$ cat config.mk
export PLATFORM = sky130hd
export DESIGN_NAME = wb_master_fft
export DESIGN_NICKNAME = d
export VERILOG_FILES = /design/src/rtl/wb_master_fft.sv
export SDC_FILE = /design/constraint.sdc
export NUM_CORES = 1
export LEC_CHECK = 0
export ABC_CLOCK_PERIOD_IN_PS = 3050
export BUFFER_PORTS_ARGS = -buffer_cell sky130_fd_sc_hd__clkbuf_2
export CORE_MARGIN = 10
export CORE_UTILIZATION = 35
export DETAILED_ROUTE_END_ITERATION = 7
export PLACE_DENSITY = 0.59
export SYNTH_ARGS = -nofsm -noshare
export SYNTH_HDL_FRONTEND = slang
export SYNTH_SLANG_ARGS = --single-unit
export TNS_END_PERCENT = 5
$ cat constraint.sdc
create_clock -name clk -period 3.05 [get_ports clk]
set_clock_uncertainty 0.1 [all_clocks]
set_input_delay 0.305 -clock clk [delete_from_list [all_inputs] [get_ports clk]]
set_output_delay 0.305 -clock clk [all_outputs]
set_load 0.05 [all_outputs]
$ cat src/rtl/wb_master_fft.sv
// ---------------------------------------------------------------------------
// wb_master_fft
//
// Wishbone master that runs one FFT frame on a memory-mapped FFT slave:
// clears the slave, streams N samples into its data register, polls the
// status register until the transform is ready (or gives up after
// poll_limit reads), then reads N results back and streams them out.
//
// Every transfer is followed by at least one idle strobe cycle. A registered
// read acknowledge from the slave can therefore never be mistaken for the
// acknowledge of the next transfer.
//
// Ports
//   clk, rst_n              clock, asynchronous active-low reset
//   start                   one-cycle frame request (ignored while busy)
//   busy, done, error       frame in progress, end-of-frame pulse,
//                           sticky poll timeout flag
//   CYC_O, STB_O, WE_O      Wishbone cycle, strobe, write enable
//   ADR_O, DAT_O            Wishbone byte address and write data
//   DAT_I, ACK_I            Wishbone read data and acknowledge
//   src_data/valid/ready    sample source stream (input to the FFT)
//   res_data/valid/ready    result sink stream (output of the FFT)
// ---------------------------------------------------------------------------
module wb_master_fft #(
    parameter int N                = 1024,
    parameter int Log2N            = 10,
    parameter int data_wordwidth   = 32,
    parameter int adress_wordwidth = 32,
    parameter int reg_control      = 0,
    parameter int reg_data         = 4,
    parameter int reg_status       = 8,
    parameter int reg_memory       = 12,
    parameter int poll_limit       = 65535
) (
    input  logic                        clk,
    input  logic                        rst_n,
    input  logic                        start,
    output logic                        busy,
    output logic                        done,
    output logic                        error,
    output logic                        CYC_O,
    output logic                        STB_O,
    output logic                        WE_O,
    output logic [adress_wordwidth-1:0] ADR_O,
    output logic [data_wordwidth-1:0]   DAT_O,
    input  logic [data_wordwidth-1:0]   DAT_I,
    input  logic                        ACK_I,
    input  logic [data_wordwidth-1:0]   src_data,
    input  logic                        src_valid,
    output logic                        src_ready,
    output logic [data_wordwidth-1:0]   res_data,
    output logic                        res_valid,
    input  logic                        res_ready
);

    localparam int AW = adress_wordwidth;
    localparam int DW = data_wordwidth;
    localparam int KW = Log2N + 1;
    localparam int PW = $clog2(poll_limit + 1);

    localparam logic [AW-1:0] ADR_CONTROL = AW'(reg_control);
    localparam logic [AW-1:0] ADR_DATA    = AW'(reg_data);
    localparam logic [AW-1:0] ADR_STATUS  = AW'(reg_status);
    localparam logic [AW-1:0] ADR_MEMORY  = AW'(reg_memory);

    typedef enum logic [3:0] {
        S_IDLE  = 4'd0,
        S_CLEAR = 4'd1,
        S_LOAD  = 4'd2,
        S_GAP   = 4'd3,
        S_POLL  = 4'd4,
        S_READ  = 4'd5,
        S_PUSH  = 4'd6,
        S_DONE  = 4'd7,
        S_ERR   = 4'd8
    } state_t;

    // Byte address of result word idx in the slave's result memory.
    function automatic logic [AW-1:0] mem_addr(input logic [KW-1:0] idx);
        mem_addr = ADR_MEMORY + (AW'(idx) << 2);
    endfunction

    // State and counters. ret_q is where the GAP cycle hands control next.
    state_t         state_q, state_d;
    state_t         ret_q, ret_d;
    logic [KW-1:0]  k_q, k_d;
    logic [PW-1:0]  poll_q, poll_d;

    // Registered outputs.
    logic           cyc_q, cyc_d;
    logic           stb_q, stb_d;
    logic           we_q, we_d;
    logic [AW-1:0]  adr_q, adr_d;
    logic [DW-1:0]  dat_q, dat_d;
    logic           src_ready_q, src_ready_d;
    logic [DW-1:0]  res_data_q, res_data_d;
    logic           res_valid_q, res_valid_d;
    logic           busy_q, busy_d;
    logic           done_q, done_d;
    logic           error_q, error_d;

    // Combinational helpers: start a new transfer / retire the current one.
    logic           issue_s;
    logic           issue_we_s;
    logic [AW-1:0]  issue_adr_s;
    logic [DW-1:0]  issue_dat_s;
    logic           drop_s;
    logic           bus_ack_s;
    logic [KW-1:0]  k_inc_s;
    logic [PW-1:0]  poll_inc_s;

    // Next-state and next-output logic for the frame sequencer.
    always_comb begin
        state_d     = state_q;
        ret_d       = ret_q;
        k_d         = k_q;
        poll_d      = poll_q;
        stb_d       = stb_q;
        we_d        = we_q;
        adr_d       = adr_q;
        dat_d       = dat_q;
        res_data_d  = res_data_q;
        res_valid_d = res_valid_q;
        busy_d      = busy_q;
        done_d      = 1'b0;
        error_d     = error_q;
        issue_s     = 1'b0;
        issue_we_s  = 1'b0;
        issue_adr_s = {AW{1'b0}};
        issue_dat_s = {DW{1'b0}};
        drop_s      = 1'b0;
        // An acknowledge only counts while our own strobe is up.
        bus_ack_s   = stb_q & ACK_I;
        k_inc_s     = k_q + KW'(1'b1);
        poll_inc_s  = poll_q + PW'(1'b1);

        case (state_q)
            S_IDLE: begin
                if (start) begin
                    state_d     = S_CLEAR;
                    busy_d      = 1'b1;
                    error_d     = 1'b0;
                    k_d         = {KW{1'b0}};
                    poll_d      = {PW{1'b0}};
                    res_valid_d = 1'b0;
                    issue_s     = 1'b1;
                    issue_we_s  = 1'b1;
                    issue_adr_s = ADR_CONTROL;
                    issue_dat_s = {DW{1'b0}};
                end else begin
                    busy_d = 1'b0;
                end
            end

            S_CLEAR: begin
                if (bus_ack_s) begin
                    drop_s  = 1'b1;
                    state_d = S_GAP;
                    ret_d   = S_LOAD;
                end else begin
                    drop_s = 1'b0;
                end
            end

            S_LOAD: begin
                if (!stb_q) begin
                    // src_ready_q is only high while no strobe is pending.
                    if (src_valid && src_ready_q) begin
                        issue_s     = 1'b1;
                        issue_we_s  = 1'b1;
                        issue_adr_s = ADR_DATA;
                        issue_dat_s = src_data;
                    end else begin
                        issue_s = 1'b0;
                    end
                end else if (ACK_I) begin
                    drop_s  = 1'b1;
                    state_d = S_GAP;
                    if (k_inc_s == KW'(N)) begin
                        k_d   = {KW{1'b0}};
                        ret_d = S_POLL;
                    end else begin
                        k_d   = k_inc_s;
                        ret_d = S_LOAD;
                    end
                end else begin
                    drop_s = 1'b0;
                end
            end

            S_GAP: begin
                // One strobe-free cycle, then launch whatever comes next.
                state_d = ret_q;
                case (ret_q)
                    S_POLL: begin
                        issue_s     = 1'b1;
                        issue_adr_s = ADR_STATUS;
                    end
                    S_READ: begin
                        issue_s     = 1'b1;
                        issue_adr_s = mem_addr(k_q);
                    end
                    S_ERR: begin
                        error_d = 1'b1;
                        done_d  = 1'b1;
                    end
                    default: begin
                        issue_s = 1'b0;
                    end
                endcase
            end

            S_POLL: begin
                if (bus_ack_s) begin
                    drop_s  = 1'b1;
                    state_d = S_GAP;
                    if (DAT_I[0]) begin
                        ret_d = S_READ;
                    end else begin
                        poll_d = poll_inc_s;
                        ret_d  = (poll_inc_s == PW'(poll_limit)) ? S_ERR : S_POLL;
                    end
                end else begin
                    drop_s = 1'b0;
                end
            end

            S_READ: begin
                if (bus_ack_s) begin
                    drop_s      = 1'b1;
                    res_data_d  = DAT_I;
                    res_valid_d = 1'b1;
                    state_d     = S_PUSH;
                end else begin
                    drop_s = 1'b0;
                end
            end

            S_PUSH: begin
                // The strobe is low here, which doubles as the inter-read gap.
                if (res_ready) begin
                    res_valid_d = 1'b0;
                    k_d         = k_inc_s;
                    if (k_q == KW'(N - 1)) begin
                        state_d = S_DONE;
                        done_d  = 1'b1;
                    end else begin
                        state_d     = S_READ;
                        issue_s     = 1'b1;
                        issue_adr_s = mem_addr(k_inc_s);
                    end
                end else begin
                    res_valid_d = 1'b1;
                end
            end

            S_DONE, S_ERR: begin
                state_d = S_IDLE;
                busy_d  = 1'b0;
            end

            default: begin
                state_d = S_IDLE;
            end
        endcase

        if (issue_s) begin
            stb_d = 1'b1;
            we_d  = issue_we_s;
            adr_d = issue_adr_s;
            dat_d = issue_dat_s;
        end else if (drop_s) begin
            stb_d = 1'b0;
            we_d  = 1'b0;
            adr_d = {AW{1'b0}};
            dat_d = {DW{1'b0}};
        end else begin
            stb_d = stb_q;
        end

        cyc_d       = stb_d;
        src_ready_d = (state_d == S_LOAD) && !stb_d;
    end

    // State, counter and output registers.
    always_ff @(posedge clk or negedge rst_n) begin
        if (!rst_n) begin
            state_q     <= S_IDLE;
            ret_q       <= S_IDLE;
            k_q         <= {KW{1'b0}};
            poll_q      <= {PW{1'b0}};
            cyc_q       <= 1'b0;
            stb_q       <= 1'b0;
            we_q        <= 1'b0;
            adr_q       <= {AW{1'b0}};
            dat_q       <= {DW{1'b0}};
            src_ready_q <= 1'b0;
            res_data_q  <= {DW{1'b0}};
            res_valid_q <= 1'b0;
            busy_q      <= 1'b0;
            done_q      <= 1'b0;
            error_q     <= 1'b0;
        end else begin
            state_q     <= state_d;
            ret_q       <= ret_d;
            k_q         <= k_d;
            poll_q      <= poll_d;
            cyc_q       <= cyc_d;
            stb_q       <= stb_d;
            we_q        <= we_d;
            adr_q       <= adr_d;
            dat_q       <= dat_d;
            src_ready_q <= src_ready_d;
            res_data_q  <= res_data_d;
            res_valid_q <= res_valid_d;
            busy_q      <= busy_d;
            done_q      <= done_d;
            error_q     <= error_d;
        end
    end

    assign busy      = busy_q;
    assign done      = done_q;
    assign error     = error_q;
    assign CYC_O     = cyc_q;
    assign STB_O     = stb_q;
    assign WE_O      = we_q;
    assign ADR_O     = adr_q;
    assign DAT_O     = dat_q;
    assign src_ready = src_ready_q;
    assign res_data  = res_data_q;
    assign res_valid = res_valid_q;

endmodule

**After elaboration in Yosys (flattened, before gate mapping)**

Index checks and enable logic that the tools add are counted.

- Logic and storage cells: 129
- Register bits: 138
- Output and inout bits: 104
- Bits of input ports: 70

- Multiplexer cells: 65
- Reduce and logical (&&, ||, !) cells: 21
- Add/sub/neg operators: 4
- Bitwise logic cells: 1
- Equality and inequality tests: 24

Operator list:

| cell | number |
|---|---|
| $mux W32 | 6 |
| $mux W11 | 5 |
| $mux W16 | 3 |
| $mux W4 | 12 |
| $pmux W14 S3 | 1 |
| $pmux W11 S3 | 1 |
| $pmux W16 S2 | 1 |
| $add A4 B13 Y14 const A | 2 |
| $mux W14 | 2 |
| $pmux W14 S2 | 1 |
| $eq A4 B3 Y1 const B | 6 |
| $pmux W4 S6 | 1 |
| $mux W1 | 20 |
| $add A16 B1 Y16 const B | 1 |
| $eq A16 B16 Y1 const B | 1 |
| $ne A2 B2 Y1 const B | 8 |
| $eq A4 B2 Y1 const B | 3 |
| $pmux W4 S3 | 1 |
| $add A11 B1 Y11 const B | 1 |
| $eq A11 B10 Y1 const B | 1 |
| $eq A11 B11 Y1 const B | 1 |
| $pmux W1 S2 | 5 |
| $reduce_and A5 Y1 | 2 |
| $mux W3 | 3 |
| other kinds (17) | 27 |

**Logic depth before layout (Yosys ltp)**

Gate-level depths: netlist of run 1.

- Depth in word-level cells: 7
- Depth in mapped cells: 9
- Depth with buffers taken out: 8

**Least setup slack after synthesis of run 1**

Ideal clock, no wire load.

- Path kind: register to register
- From: register stb_q (netlist: STB_O)
- To: register adr_q[5] (netlist: ADR_O[5])
- Library setup time: 0.137 ns
- Clock period less this slack: 2.341 ns
- Path slack: 0.709 ns
- Stages on the path, launching flop included: 8
- Arrival time: 2.104 ns
- Buffers on the path: 1
- Required time: 2.813 ns
- Cells stage by stage: dfrtp_1 -> nand3b_1 -> nor4_1 -> or2_2 -> nor4_4 -> buf_2 -> a22oi_1 -> o21ai_0

- Longest elaborated chain between the ends: 4
- Elaborated cells between the ends (all ways): 8
- Those cells by class: 6 x mux; 1 x bitwise; 1 x reduce/logical

Ends and longest elaborated chain:

| item | line | source |
|---|---|---|
| start, declared | 91 | `logic stb_q, stb_d;` |
| start signal, assigned | 309 | `stb_q <= stb_d;` |
| $and A1 B1 Y1 | 133 | `bus_ack_s = stb_q & ACK_I;` |
| $mux W1 | 156, 214, 229 |  |
| $pmux W1 S2 | 137 | `case (state_q)` |
| $reduce_bool A2 Y1 (no line) | n/a |  |
| end signal, assigned | 295 | `adr_q <= {AW{1'b0}};` |
| end signal, assigned | 311 | `adr_q <= adr_d;` |
| end, declared | 93 | `logic [AW-1:0] adr_q, adr_d;` |

Parallel ways exist; a longest one is shown, timed or not.
A chain may end at the register's enable or synchronous reset.

**Final worst setup path of run 1**

- From: register state_q[2]
- To: register ret_q[3]

- Longest elaborated chain between the ends: 3
- Elaborated cells between the ends (all ways): 10
- Those cells by class: 7 x eq/ne; 1 x mux; 2 x reduce/logical

Ends and longest elaborated chain:

| item | line | source |
|---|---|---|
| start, declared | 84 | `state_t state_q, state_d;` |
| start signal, assigned | 304 | `state_q <= state_d;` |
| $eq A4 B1 Y1, or another cell as far along | 137 |  |
| $ne A2 B2 Y1 (no line) or $reduce_bool A3 Y1 (tied branches) | n/a |  |
| $reduce_and A5 Y1 (no line) | n/a |  |
| end signal, assigned | 305 | `ret_q <= ret_d;` |
| end, declared | 85 | `state_t ret_q, ret_d;` |

Parallel ways exist; a longest one is shown, timed or not.

==> results of run 1 <==
power groups by stage:
stage / clock, mW / sequential [mW] / combinational (mW)
2_1_floorplan: 0 / 2.80 / 0.941
3_3_place_gp: 0 / 2.08 / 2.23
3_5_place_dp: 0 / 2.10 / 2.25
4_1_cts: 1.96 / 2.07 / 2.26
5_1_grt: 2.03 / 2.12 / 2.41
6_report: 1.90 / 2.07 / 2.23
final timing paths:
kind / from / end / cells after the start
max: state_q[2]$_DFF_PN0_ / ret_q[3]$_DFFE_PN0P_ / 5
min: src_data[10] / DAT_O[10]$_DFFE_PN0P_ / 2
max reg2reg: state_q[2]$_DFF_PN0_ / ret_q[3]$_DFFE_PN0P_ / 5
min reg2reg: ADR_O[7]$_DFFE_PN0P_ / ADR_O[7]$_DFFE_PN0P_ / 2
max in group asynchronous: rst_n / res_data[21]$_DFFE_PN0P_ / 3
min in group asynchronous: rst_n / DAT_O[9]$_DFFE_PN0P_ / 2
cell families (layout without fill, tap and decap cells):
| family | after synthesis | in the layout |
|---|---|---|
| AND/OR/NAND/NOR | 189 | 189 |
| multiplexers | 35 | 35 |
| XOR/XNOR | 27 | 27 |
| adder cells (fa/ha/maj) | 4 | 4 |
| flip-flops | 118 | 118 |
| AO/OA/AOI/OAI | 153 | 153 |
| buffers and inverters | 72 | 224 |
| other | 1 | 20 |
metal layers:
| metal | vias to the layer above | track usage, % | share of wire, % |
|---|---|---|---|
| met4 | 0 | 5.640 | 1.6 |
| li1 | 2467 | - | - |
| met5 | - | 0 | 0 |
| met2 | 169 | 23.63 | 47 |
| met3 | 23 | 4.290 | 5.7 |
| met1 | 2531 | 19.16 | 46 |
area by class of cell:
class,instances,area (µm²)
fillers,1640,9494
flip-flops and latches,118,2953
multi-input cells,428,2846
repair buffers,179,993.5
clock buffers,22,454.2
well taps,225,281.5
clock inverters,10,105.1
inverters,13,48.80
cells in the mapped netlist, types with 3 or more instances:
library cell | instances | area (µm²)
nand2b_1 | 7 | 43.79
a21oi_1 | 20 | 100.1
o21ai_0 | 44 | 220.2
a21o_1 | 6 | 45.04
xnor2_1 | 19 | 166.4
buf_4 | 21 | 157.7
a211o_1 | 4 | 35.03
a22o_1 | 35 | 306.5
and3b_1 | 3 | 26.28
nor2b_1 | 5 | 31.28
and2_1 | 5 | 31.28
and3_1 | 8 | 50.05
buf_2 | 12 | 60.06
inv_1 | 13 | 48.80
clkbuf_1 | 23 | 86.33
o31ai_1 | 6 | 45.04
xor2_1 | 8 | 70.07
nand3_1 | 19 | 95.09
o41ai_1 | 5 | 43.79
nand2_1 | 46 | 172.7
a32oi_1 | 3 | 26.28
mux2_2 | 35 | 394.1
dfrtp_1 | 118 | 2953
ha_1 | 4 | 50.05
o211ai_1 | 5 | 37.54
nor4_1 | 5 | 31.28
or4_1 | 5 | 37.54
nor2_1 | 40 | 150.1
a221o_1 | 4 | 40.04
nand4_1 | 10 | 62.56
o22ai_1 | 3 | 18.77
or3_1 | 6 | 37.54
nor3_1 | 12 | 60.06
a31oi_1 | 4 | 25.02
metrics by stage:
step,cells,hold slack (ns),instance area (µm²)
floorplan,618,-0.09059,6158
global placement,956,0.2755,7053
detailed placement,956,0.2968,7053
CTS,995,0.00005790,7682
global route,995,0.005073,7682
finish,995,0.01921,7682
worst max-delay path: stages, from the launching register on:
cell and delay [ns]:
dfrtp_1 0.54, nor2b_1 0.24, o311ai_1 0.67, or3_1 0.67
nor2_1 0.14, a32o_1 0.28
state kept, by name, indices dropped and copies added (netlist names), 4 cells and up:
| name | flops |
|---|---|
| poll_q | 16 |
| k_q | 11 |
| res_data | 32 |
| DAT_O | 32 |
| ret_q | 4 |
| state_q | 4 |
| ADR_O | 12 |
==> results by group, run 1 <==
Power
  – Switch Pwr: 2.527 mW
  – Share of power burned in the clock network: 30.6%
  – Sw Share: slightly above 40%
  – P_int: 3.680 mW
  – Leak: 3.655 nW
  – Sequential power share: 33.4%
  – Peak supply drop: 0.0004787 V
  – Overall Power: 6.207 mW
  – Power per Cell Area: 807.9 nW/µm²
  – Comb pwr share: between 30% and 40%

Worst setup path
  – Worst reg2reg setup slack: approximately 0.29 ns
  – CP arrival: 2.96 ns
  – Worst Setup Start Kind: flip-flop
  – Kind of end point of the critical path: flip-flop
  – Crit path max fanout: 22
  – CP Data Required Time: 3.25 ns
  – WS Path Type: flip-flop to flip-flop

Finish
  – Commonest non-fill, non-tap cell in the layout: clkbuf_2
  – Layout area overhead: 26.21%
  – Final #Nets: 831
  – Core Util, Final: 44.73%
  – Antenna diode count: 0
  – Most frequent cells in the layout: 152 x clkbuf_2, 118 x dfrtp_1, 46 x nand2_1
  – Layout cells sized above 1: 32.08%

Clock network
  – Post-CTS setup buffers: 0
  – CTS tree: done
  – Post-cts resize count: 0
  – CTS Hold Buffers Added: 7
  – Htree depth: 4
  – CTS buffer count: 17
  – Clock tree buffer depth: 2
  – Worst-skew pair later-pin latency: 0.42 ns
  – TritonCTS sink count: 118
  – Clk slew on worst S/H paths: about 0.05 ns
  – Root buffer cell: clkbuf_16

Worst hold path
  – Worst hold path type: input pin to flip-flop

Synthesis
  – Post-synthesis mux area share: 6.475%
  – Post-synth cell types: 63
  – Synthesized-area fraction occupied by xor and xnor cells: 3.885%
  – Warnings, synthesis: 0
  – Syn avg cell area: slightly above 10 µm²
  – Ys async rst share: 100.0%
  – Ys flop type: dfrtp_1
  – Gate count after technology mapping: between 500 and 600
  – Synth Area in Compound Gates: about 18%
  – Post-synthesis simple-gate area fraction: 16.61%
  – Largest family of logic cells by synthesized area: compound AO/OA/AOI/OAI gates
  – Register area share after synthesis: 48.51%
  – EDFF count, synth: 0
  – Seq cells post-synth: 118
  – Mapped Area: between 6000 and 7000 µm²
  – Adder-Cell Fraction of Synth Area: 0.8222%

Timing
  – Final WS setup: 0.2941 ns
  – Worst-Margin Slew: between 0.7 and 0.8 ns
  – RSZ-0062 raised after global routing: no
  – Max Slew Vio Count: 0
  – Minimum clock period after layout: approximately 2.8 ns
  – Worst rel slew slack: 51.08%
  – Period Utilization, post-route: between 90 and 100%
  – Setup TNS: 0 ns
  – Setup violators final: 0
  – Final hold viol count: 0
  – Fmax achieved: 362.9 MHz

Detailed routing
  – Post-Route WL: 17.33 mm
  – Drc violations: 0
  – Avg WL per Cell: 17.42 µm
  – Vias: 5190
  – Initial DRC count: 365
  – Post-route ant nets: 0
  – First-pass iteration count of the detailed router: 5
  – Vias per cell: between 5 and 6

GRT
  – Initial antenna violation count: 0
  – Number of global-route vias before repair: about 5300
  – Largest net degree at the start of global routing: 57
  – First-pass GRT wire length: 28.77 mm
  – Remaining Overflow, GRT: 0
  – Total track usage: between 15 and 20%

Die
  – Die Wd: 151.9 µm
  – Die Span Y: 151.9 µm
  – Num rows: 48
  – Initial Util: 35.44%
  – Number of placed I/O pins: approximately 170
  – Core area: 17180 µm²
  – Die ar.: 23070 µm²

Outcome
  – Status: finished clean

Run
  – Max-Cap Viols: 0

Place
  – Port Buffers: about 150
  – Place WS: 0.3077 ns
  – Gpl congestion: between 0.8 and 0.9
  – Hpwl dp: 12.91 mm
Power figures use the tool's default switching activity.
==> run 2: changes to the inputs <==
--- a/config.mk
+++ b/config.mk
@@ -7,7 +7,7 @@
 export LEC_CHECK = 0
 export ABC_CLOCK_PERIOD_IN_PS = 3050
 export BUFFER_PORTS_ARGS = -buffer_cell sky130_fd_sc_hd__clkbuf_2
-export CORE_MARGIN = 10
+export CORE_MARGIN = 5
 export CORE_UTILIZATION = 35
 export DETAILED_ROUTE_END_ITERATION = 7
 export PLACE_DENSITY = 0.59
==> run 2 against run 1 <==
Sequential power is essentially flat. Final cell count up 0.30%. Maximum frequency is 3.6% higher. Critical endpoint is now ADR_O[13]$_DFFE_PN0P_. Combinational power barely moved. Global-route usage up 1.7 points. Count of clock-buffer cells in the layout grew 1. Largest cell class unchanged. Register-to-register slack improved by 0.096 ns.
==> results by group, run 2 (synthesis results as in run 1) <==
Outcome
  – Status: finished clean (unchanged)

Timing
  – Max Slew Vio Count: 0 (unchanged)
  – Worst rel slew slack: 41.79% (was 51.08%)
  – Setup TNS: 0 ns (unchanged)
  – Final hold viol count: 0 (unchanged)
  – Setup violators final: 0 (unchanged)
  – Minimum clock period after layout: 2.660 ns (was 2.756 ns)
  – Worst-Margin Slew: 0.8731 ns (was 0.7224 ns)
  – Period Utilization, post-route: 87.21% (was 90.36%)
  – RSZ-0062 raised after global routing: no (unchanged)
  – Fmax achieved: 375.9 MHz (was 362.9 MHz)
  – Hold slack: 0.02356 ns (was 0.01921 ns)

Die
  – Die Span Y: 141.9 µm (was 151.9 µm)
  – Num rows: 48 (unchanged)
  – Die Wd: 141.9 µm (was 151.9 µm)
  – Core area: 17180 µm² (unchanged)
  – Die ar.: 20130 µm² (was 23070 µm²)
  – Initial Util: 35.44% (unchanged)
  – Number of placed I/O pins: 174 (unchanged)

Detailed routing
  – Avg WL per Cell: 16.58 µm (was 17.42 µm)
  – Drc violations: 0 (unchanged)
  – Initial DRC count: 334 (was 365)
  – Post-route ant nets: 0 (unchanged)
  – Vias per cell: 5.248 (was 5.216)
  – Vias: 5238 (was 5190)
  – First-pass iteration count of the detailed router: 5 (unchanged)
  – Post-Route WL: 16.54 mm (was 17.33 mm)

GRT
  – Gr busiest metal: met2 (unchanged)
  – Largest net degree at the start of global routing: 66 (was 57)
  – Number of global-route vias before repair: 5358 (was 5338)
  – Total track usage: 16.75% (was 15.02%)
  – Met2 usage: 27.73% (was 23.63%)
  – M3 GR Usage: 4.314% (was 4.290%)
  – First-pass GRT wire length: 27.36 mm (was 28.77 mm)
  – Initial antenna violation count: 0 (unchanged)
  – Remaining Overflow, GRT: 0 (unchanged)
  – Met1 Track Usage GR: 20.86% (was 19.16%)

Worst setup path
  – WS Path Type: flip-flop to flip-flop (unchanged)
  – CP Cell Sequence: ha_1 -> nand4_2 -> nor4_4 -> nor2_2 -> nor4_4 -> buf_4 -> a32oi_1 -> o41ai_1 (was nor2b_1 -> o311ai_1 -> or3_1 -> nor2_1 -> a32o_1)
  – CP arrival: 2.86 ns (was 2.96 ns)
  – Worst Setup Start Kind: flip-flop (unchanged)
  – Crit. Startpoint: k_q[1]$_DFFE_PN0P_ (was state_q[2]$_DFF_PN0_)
  – Worst R2R Start: k_q[1]$_DFFE_PN0P_ (was state_q[2]$_DFF_PN0_)
  – Slowest-stage cell, CP: nor4_4 (was o311ai_1)
  – Most frequent CP cell: nor4_4
  – Kind of end point of the critical path: flip-flop (unchanged)
  – CP Data Required Time: 3.25 ns (about the same)
  – Slowest Stage Delay on Critical Path: 0.42 ns (was 0.67 ns)
  – Crit path max fanout: 18 (was 22)

Finish
  – Most frequent cells in the layout: 152 x clkbuf_2, 118 x dfrtp_1, 46 x nand2_1 (unchanged)
  – Layout area overhead: 27.75% (was 26.21%)
  – Antenna diode count: 0 (unchanged)
  – Commonest non-fill, non-tap cell in the layout: clkbuf_2 (unchanged)
  – Fin cells: 998 (was 995)
  – Final #Nets: 835 (was 831)
  – Layout cells sized above 1: 32.47% (was 32.08%)

Power
  – Peak supply drop: 0.0005587 V (was 0.0004787 V)
  – Sw Share: 39.57% (was 40.70%)
  – Leak: 3.700 nW (was 3.655 nW)
  – Share of power burned in the clock network: 32.1% (was 30.6%)
  – Switch Pwr: 2.528 mW (was 2.527 mW)
  – Power per Cell Area: 821.4 nW/µm² (was 807.9 nW/µm²)
  – P_int: 3.860 mW (was 3.680 mW)
  – Comb pwr share: 35.4% (was 36.0%)
  – Sequential power share: 32.4% (was 33.4%)

Clock network
  – Root buffer cell: clkbuf_16 (unchanged)
  – Clock tree buffer depth: 2 (unchanged)
  – CTS tree: done (unchanged)
  – Worst-skew pair later-pin latency: 0.42 ns (about the same)
  – TritonCTS sink count: 118 (unchanged)
  – CTS buffer count: 17 (unchanged)
  – Post-CTS setup buffers: 0 (unchanged)
  – Clk slew on worst S/H paths: 0.05 ns (about the same)
  – Htree depth: 4 (unchanged)

Place
  – Gpl congestion: 0.9472 (was 0.8552)
  – Port Buffers: 153 (unchanged)
  – Placed cell count: 958 (was 956)
  – Hpwl dp: 12.28 mm (was 12.91 mm)

Run
  – Max-Cap Viols: 0 (unchanged)

Worst hold path
  – Worst hold path type: input pin to flip-flop (unchanged)
  – Worst Hold Launch: DAT_I[27] (was src_data[10])
run 2: what timing repair did:
item | in CTS | in global routing
resized for setup | 0 | 0
hold buffers | 9 | 0
hold endpoints to repair | 71 | 0
endpoints found under the setup margin | 0 | 0
run 2: power by group through the flow:
stage	combinational [mW]	clock [mW]	sequential, mW
final	2.26	2.05	2.07
after global placement	2.23	0	2.08
after global routing	2.43	2.17	2.11
after floorplan	0.941	0	2.80
after detailed placement	2.27	0	2.10
after CTS	2.28	2.11	2.07
run 2: stage by stage:
stage          util, %  setup WS, ns  power (mW)  area (µm²)
2_1_floorplan        -        0.7089       3.743        6158
3_3_place_gp     41.15        0.4484       4.311        7068
3_5_place_dp     41.15        0.3858       4.366        7068
4_1_cts          45.27        0.3775       6.466        7776
5_1_grt          45.27       0.07045       6.707        7776
6_report         45.27        0.3900       6.387        7776
run 2: metal layers:
metal | vias to the layer above | share of wire [%]
met5 | - | 0
met4 | 0 | 2.6
met3 | 30 | 7.2
met2 | 196 | 48
met1 | 2537 | 43
li1 | 2475 | -
run 2: worst max-delay path: cells and delay by family, from the launching register on:
family          cells  cell delay (ns)
buf+inv             1             0.28
simple gates        4             1.19
compound gates      2             0.20
flops               1             0.35
fa+ha+maj           1             0.41
run 2: area by class of cell:
type                       instances  area, µm²
fill                            1686       9400
sequential                       118       2953
multi-input combinational        428       2846
timing repair buffer             183       1028
clock buffer                      23      498.0
tap                              225      281.5
clock inverter                     8      120.1
inverter                          13      48.80
run 2: path summary, 6_finish.rpt:
kind	end	slack, ns	cells after the start
min in group asynchronous	DAT_O[1]$_DFFE_PN0P_	0.46	2
max	ADR_O[13]$_DFFE_PN0P_	0.39	8
max reg2reg	ADR_O[13]$_DFFE_PN0P_	0.39	8
max in group asynchronous	DAT_O[15]$_DFFE_PN0P_	1.63	3
min	res_data[27]$_DFFE_PN0P_	0.02	2
min reg2reg	DAT_O[22]$_DFFE_PN0P_	0.39	1
==> run 3: changes to the inputs <==
--- a/config.mk
+++ b/config.mk
@@ -7,10 +7,12 @@
 export LEC_CHECK = 0
 export ABC_CLOCK_PERIOD_IN_PS = 3050
 export BUFFER_PORTS_ARGS = -buffer_cell sky130_fd_sc_hd__clkbuf_2
+export CELL_PAD_IN_SITES_DETAIL_PLACEMENT = 1
+export CELL_PAD_IN_SITES_GLOBAL_PLACEMENT = 1
 export CORE_MARGIN = 5
 export CORE_UTILIZATION = 35
 export DETAILED_ROUTE_END_ITERATION = 7
-export PLACE_DENSITY = 0.59
+export PLACE_DENSITY = 0.73
 export SYNTH_ARGS = -nofsm -noshare
 export SYNTH_HDL_FRONTEND = slang
 export SYNTH_SLANG_ARGS = --single-unit
==> run 3 against run 2 <==
Routed wire length increased by 11%. Largest cell class unchanged. Via count increased by 1.7%. Non-clock buffer count decreased by 7. Sequential power about the same. Die area unchanged. Worst hold slack got worse by 0.0036 ns. Critical path depth decreased by 1. Setup slack got worse by 0.095 ns. Combinational power about the same. Power about the same.
==> results by group, run 3 (synthesis results as in run 1) <==
Timing
  – Hold slack: 0.01994 ns (was 0.02356 ns)
  – Minimum clock period after layout: 2.755 ns (was 2.660 ns)
  – RSZ-0062 raised after global routing: no (unchanged)
  – Worst rel slew slack: 52.50% (was 41.79%)
  – Worst-Margin Slew: 0.7014 ns (was 0.8731 ns)
  – Final hold viol count: 0 (unchanged)
  – Final WS setup: 0.2949 ns (was 0.3900 ns)
  – Period Utilization, post-route: 90.33% (was 87.21%)
  – Setup TNS: 0 ns (unchanged)
  – Max Slew Vio Count: 0 (unchanged)
  – Fmax achieved: 363.0 MHz (was 375.9 MHz)
  – Setup violators final: 0 (unchanged)

Clock network
  – Htree depth: 4 (unchanged)
  – Root buffer cell: clkbuf_16 (unchanged)
  – Clk slew on worst S/H paths: 0.05 ns (about the same)
  – CTS tree: done (unchanged)
  – TritonCTS sink count: 118 (unchanged)
  – Post-CTS setup buffers: 0 (unchanged)
  – CTS buffer count: 17 (unchanged)
  – Clock tree buffer depth: 2 (unchanged)
  – Worst-skew pair later-pin latency: 0.42 ns (about the same)

Die
  – Num rows: 48 (unchanged)
  – Initial Util: 35.44% (unchanged)
  – Die Wd: 141.9 µm (unchanged)
  – Number of placed I/O pins: 174 (unchanged)
  – Die Span Y: 141.9 µm (unchanged)
  – Core area: 17180 µm² (unchanged)
  – Die ar.: 20130 µm² (unchanged)

Power
  – Leak: 3.657 nW (was 3.700 nW)
  – Overall Power: 6.383 mW (was 6.387 mW)
  – Peak supply drop: 0.0004486 V (was 0.0005587 V)
  – Power per Cell Area: 828.8 nW/µm² (was 821.4 nW/µm²)

GRT
  – First-pass GRT wire length: 29.62 mm (was 27.36 mm)
  – Largest net degree at the start of global routing: 80 (was 66)
  – Number of global-route vias before repair: 5670 (was 5358)
  – Total track usage: 18.30% (was 16.75%)
  – Initial antenna violation count: 0 (unchanged)
  – Remaining Overflow, GRT: 0 (unchanged)

Worst hold path
  – Worst hold path type: input pin to flip-flop (unchanged)
  – Hold Path Stages: 2 (unchanged)

Worst setup path
  – Crit. Startpoint: k_q[1]$_DFFE_PN0P_ (unchanged)
  – R2r worst-path depth: 7 (was 8)
  – Crit path max fanout: 32 (was 18)
  – CP Data Required Time: 3.29 ns (was 3.25 ns)
  – Setup crit end: DAT_O[16]$_DFFE_PN0P_ (was ADR_O[13]$_DFFE_PN0P_)
  – Worst Setup Start Kind: flip-flop (unchanged)
  – CP arrival: 3.00 ns (was 2.86 ns)
  – Worst reg2reg setup slack: 0.29 ns (was 0.39 ns)
  – WS Path Type: flip-flop to flip-flop (unchanged)
  – FF-to-FF End: DAT_O[16]$_DFFE_PN0P_ (was ADR_O[13]$_DFFE_PN0P_)
  – Kind of end point of the critical path: flip-flop (unchanged)
  – Worst R2R Start: k_q[1]$_DFFE_PN0P_ (unchanged)

Place
  – Gpl congestion: 0.8977 (was 0.9472)
  – Cell Area, Placed: 7061 µm² (was 7068 µm²)
  – Hpwl dp: 13.70 mm (was 12.28 mm)
  – Placed cell count: 957 (was 958)
  – Port Buffers: 153 (unchanged)
  – Place WS: 0.2172 ns (was 0.3858 ns)

Finish
  – Post-route cell area: 7702 µm² (was 7776 µm²)
  – Fillers: 1952 (was 1686)
  – Final #Nets: 828 (was 835)
  – Most frequent cells in the layout: 152 x clkbuf_2, 118 x dfrtp_1, 46 x nand2_1 (unchanged)
  – Commonest non-fill, non-tap cell in the layout: clkbuf_2 (unchanged)
  – Layout area overhead: 26.54% (was 27.75%)
  – Fin cells: 992 (was 998)
  – Core Util, Final: 44.84% (was 45.27%)
  – Antenna diode count: 0 (unchanged)
  – Layout cells sized above 1: 32.86% (was 32.47%)

Detailed routing
  – Avg WL per Cell: 18.50 µm (was 16.58 µm)
  – Vias: 5329 (was 5238)
  – Drc violations: 0 (unchanged)
  – Initial DRC count: 258 (was 334)
  – Post-route ant nets: 0 (unchanged)
  – First-pass iteration count of the detailed router: 7 (was 5)
  – Post-Route WL: 18.35 mm (was 16.54 mm)
  – Vias per cell: 5.372 (was 5.248)

Run
  – Max-Cap Viols: 0 (unchanged)

Outcome
  – Status: finished clean (unchanged)
[run 3: where the power goes]
| part | leakage [nW] | internal, mW | switching, mW |
|---|---|---|---|
| clock | 0.288 | 1.32 | 0.728 |
| combinational | 1.78 | 0.623 | 1.62 |
| sequential | 1.59 | 1.84 | 0.245 |
[run 3: cell type report]
| cell class | count | area (µm²) | share of cell area (%) |
|---|---|---|---|
| clock buffer | 20 | 456.7 | 5.929 |
| clock inverter | 12 | 152.6 | 1.982 |
| inverter | 13 | 48.80 | 0.6335 |
| multi-input combinational | 428 | 2849 | 36.99 |
| sequential | 118 | 2953 | 38.34 |
| tap | 225 | 281.5 | 3.655 |
| timing repair buffer | 176 | 960.9 | 12.48 |
[run 3: critical path: stages (launching register included)]
cell and delay, ns:
dfrtp_1 0.55, ha_2 0.40, nand4_2 0.21, nor4_4 0.35, nor2_2 0.16, nor4_4 0.32, buf_4 0.38, a22o_1 0.20
[run 3: what timing repair did]
action                                  in CTS  in global routing
hold buffers                                 3                  0
resized for setup                            0                  1
endpoints found under the setup margin       0                 33
hold endpoints to repair                    41                  0
[run 3: worst min-delay path by stage]
stage	from	slack [ns]	end
after floorplan	rst_n	-0.09	ADR_O[10]$_DFFE_PN0P_
after global placement	rst_n	0.23	k_q[9]$_DFFE_PN0P_
after detailed placement	rst_n	0.23	k_q[9]$_DFFE_PN0P_
after CTS	src_data[28]	0.001	DAT_O[28]$_DFFE_PN0P_
after global routing	src_data[29]	0.005	DAT_O[29]$_DFFE_PN0P_
final	src_data[10]	0.02	DAT_O[10]$_DFFE_PN0P_
[run 3: layer usage]
| layer | global-route usage (%) | wire, µm | vias to the layer above |
|---|---|---|---|
| met3 | 4.280 | 1081 | 20 |
| met2 | 31.18 | 9097 | 148 |
| li1 | - | - | 2453 |
| met4 | 6.616 | 313 | 0 |
| met5 | 0 | 0 | - |
| met1 | 22.69 | 7860 | 2708 |
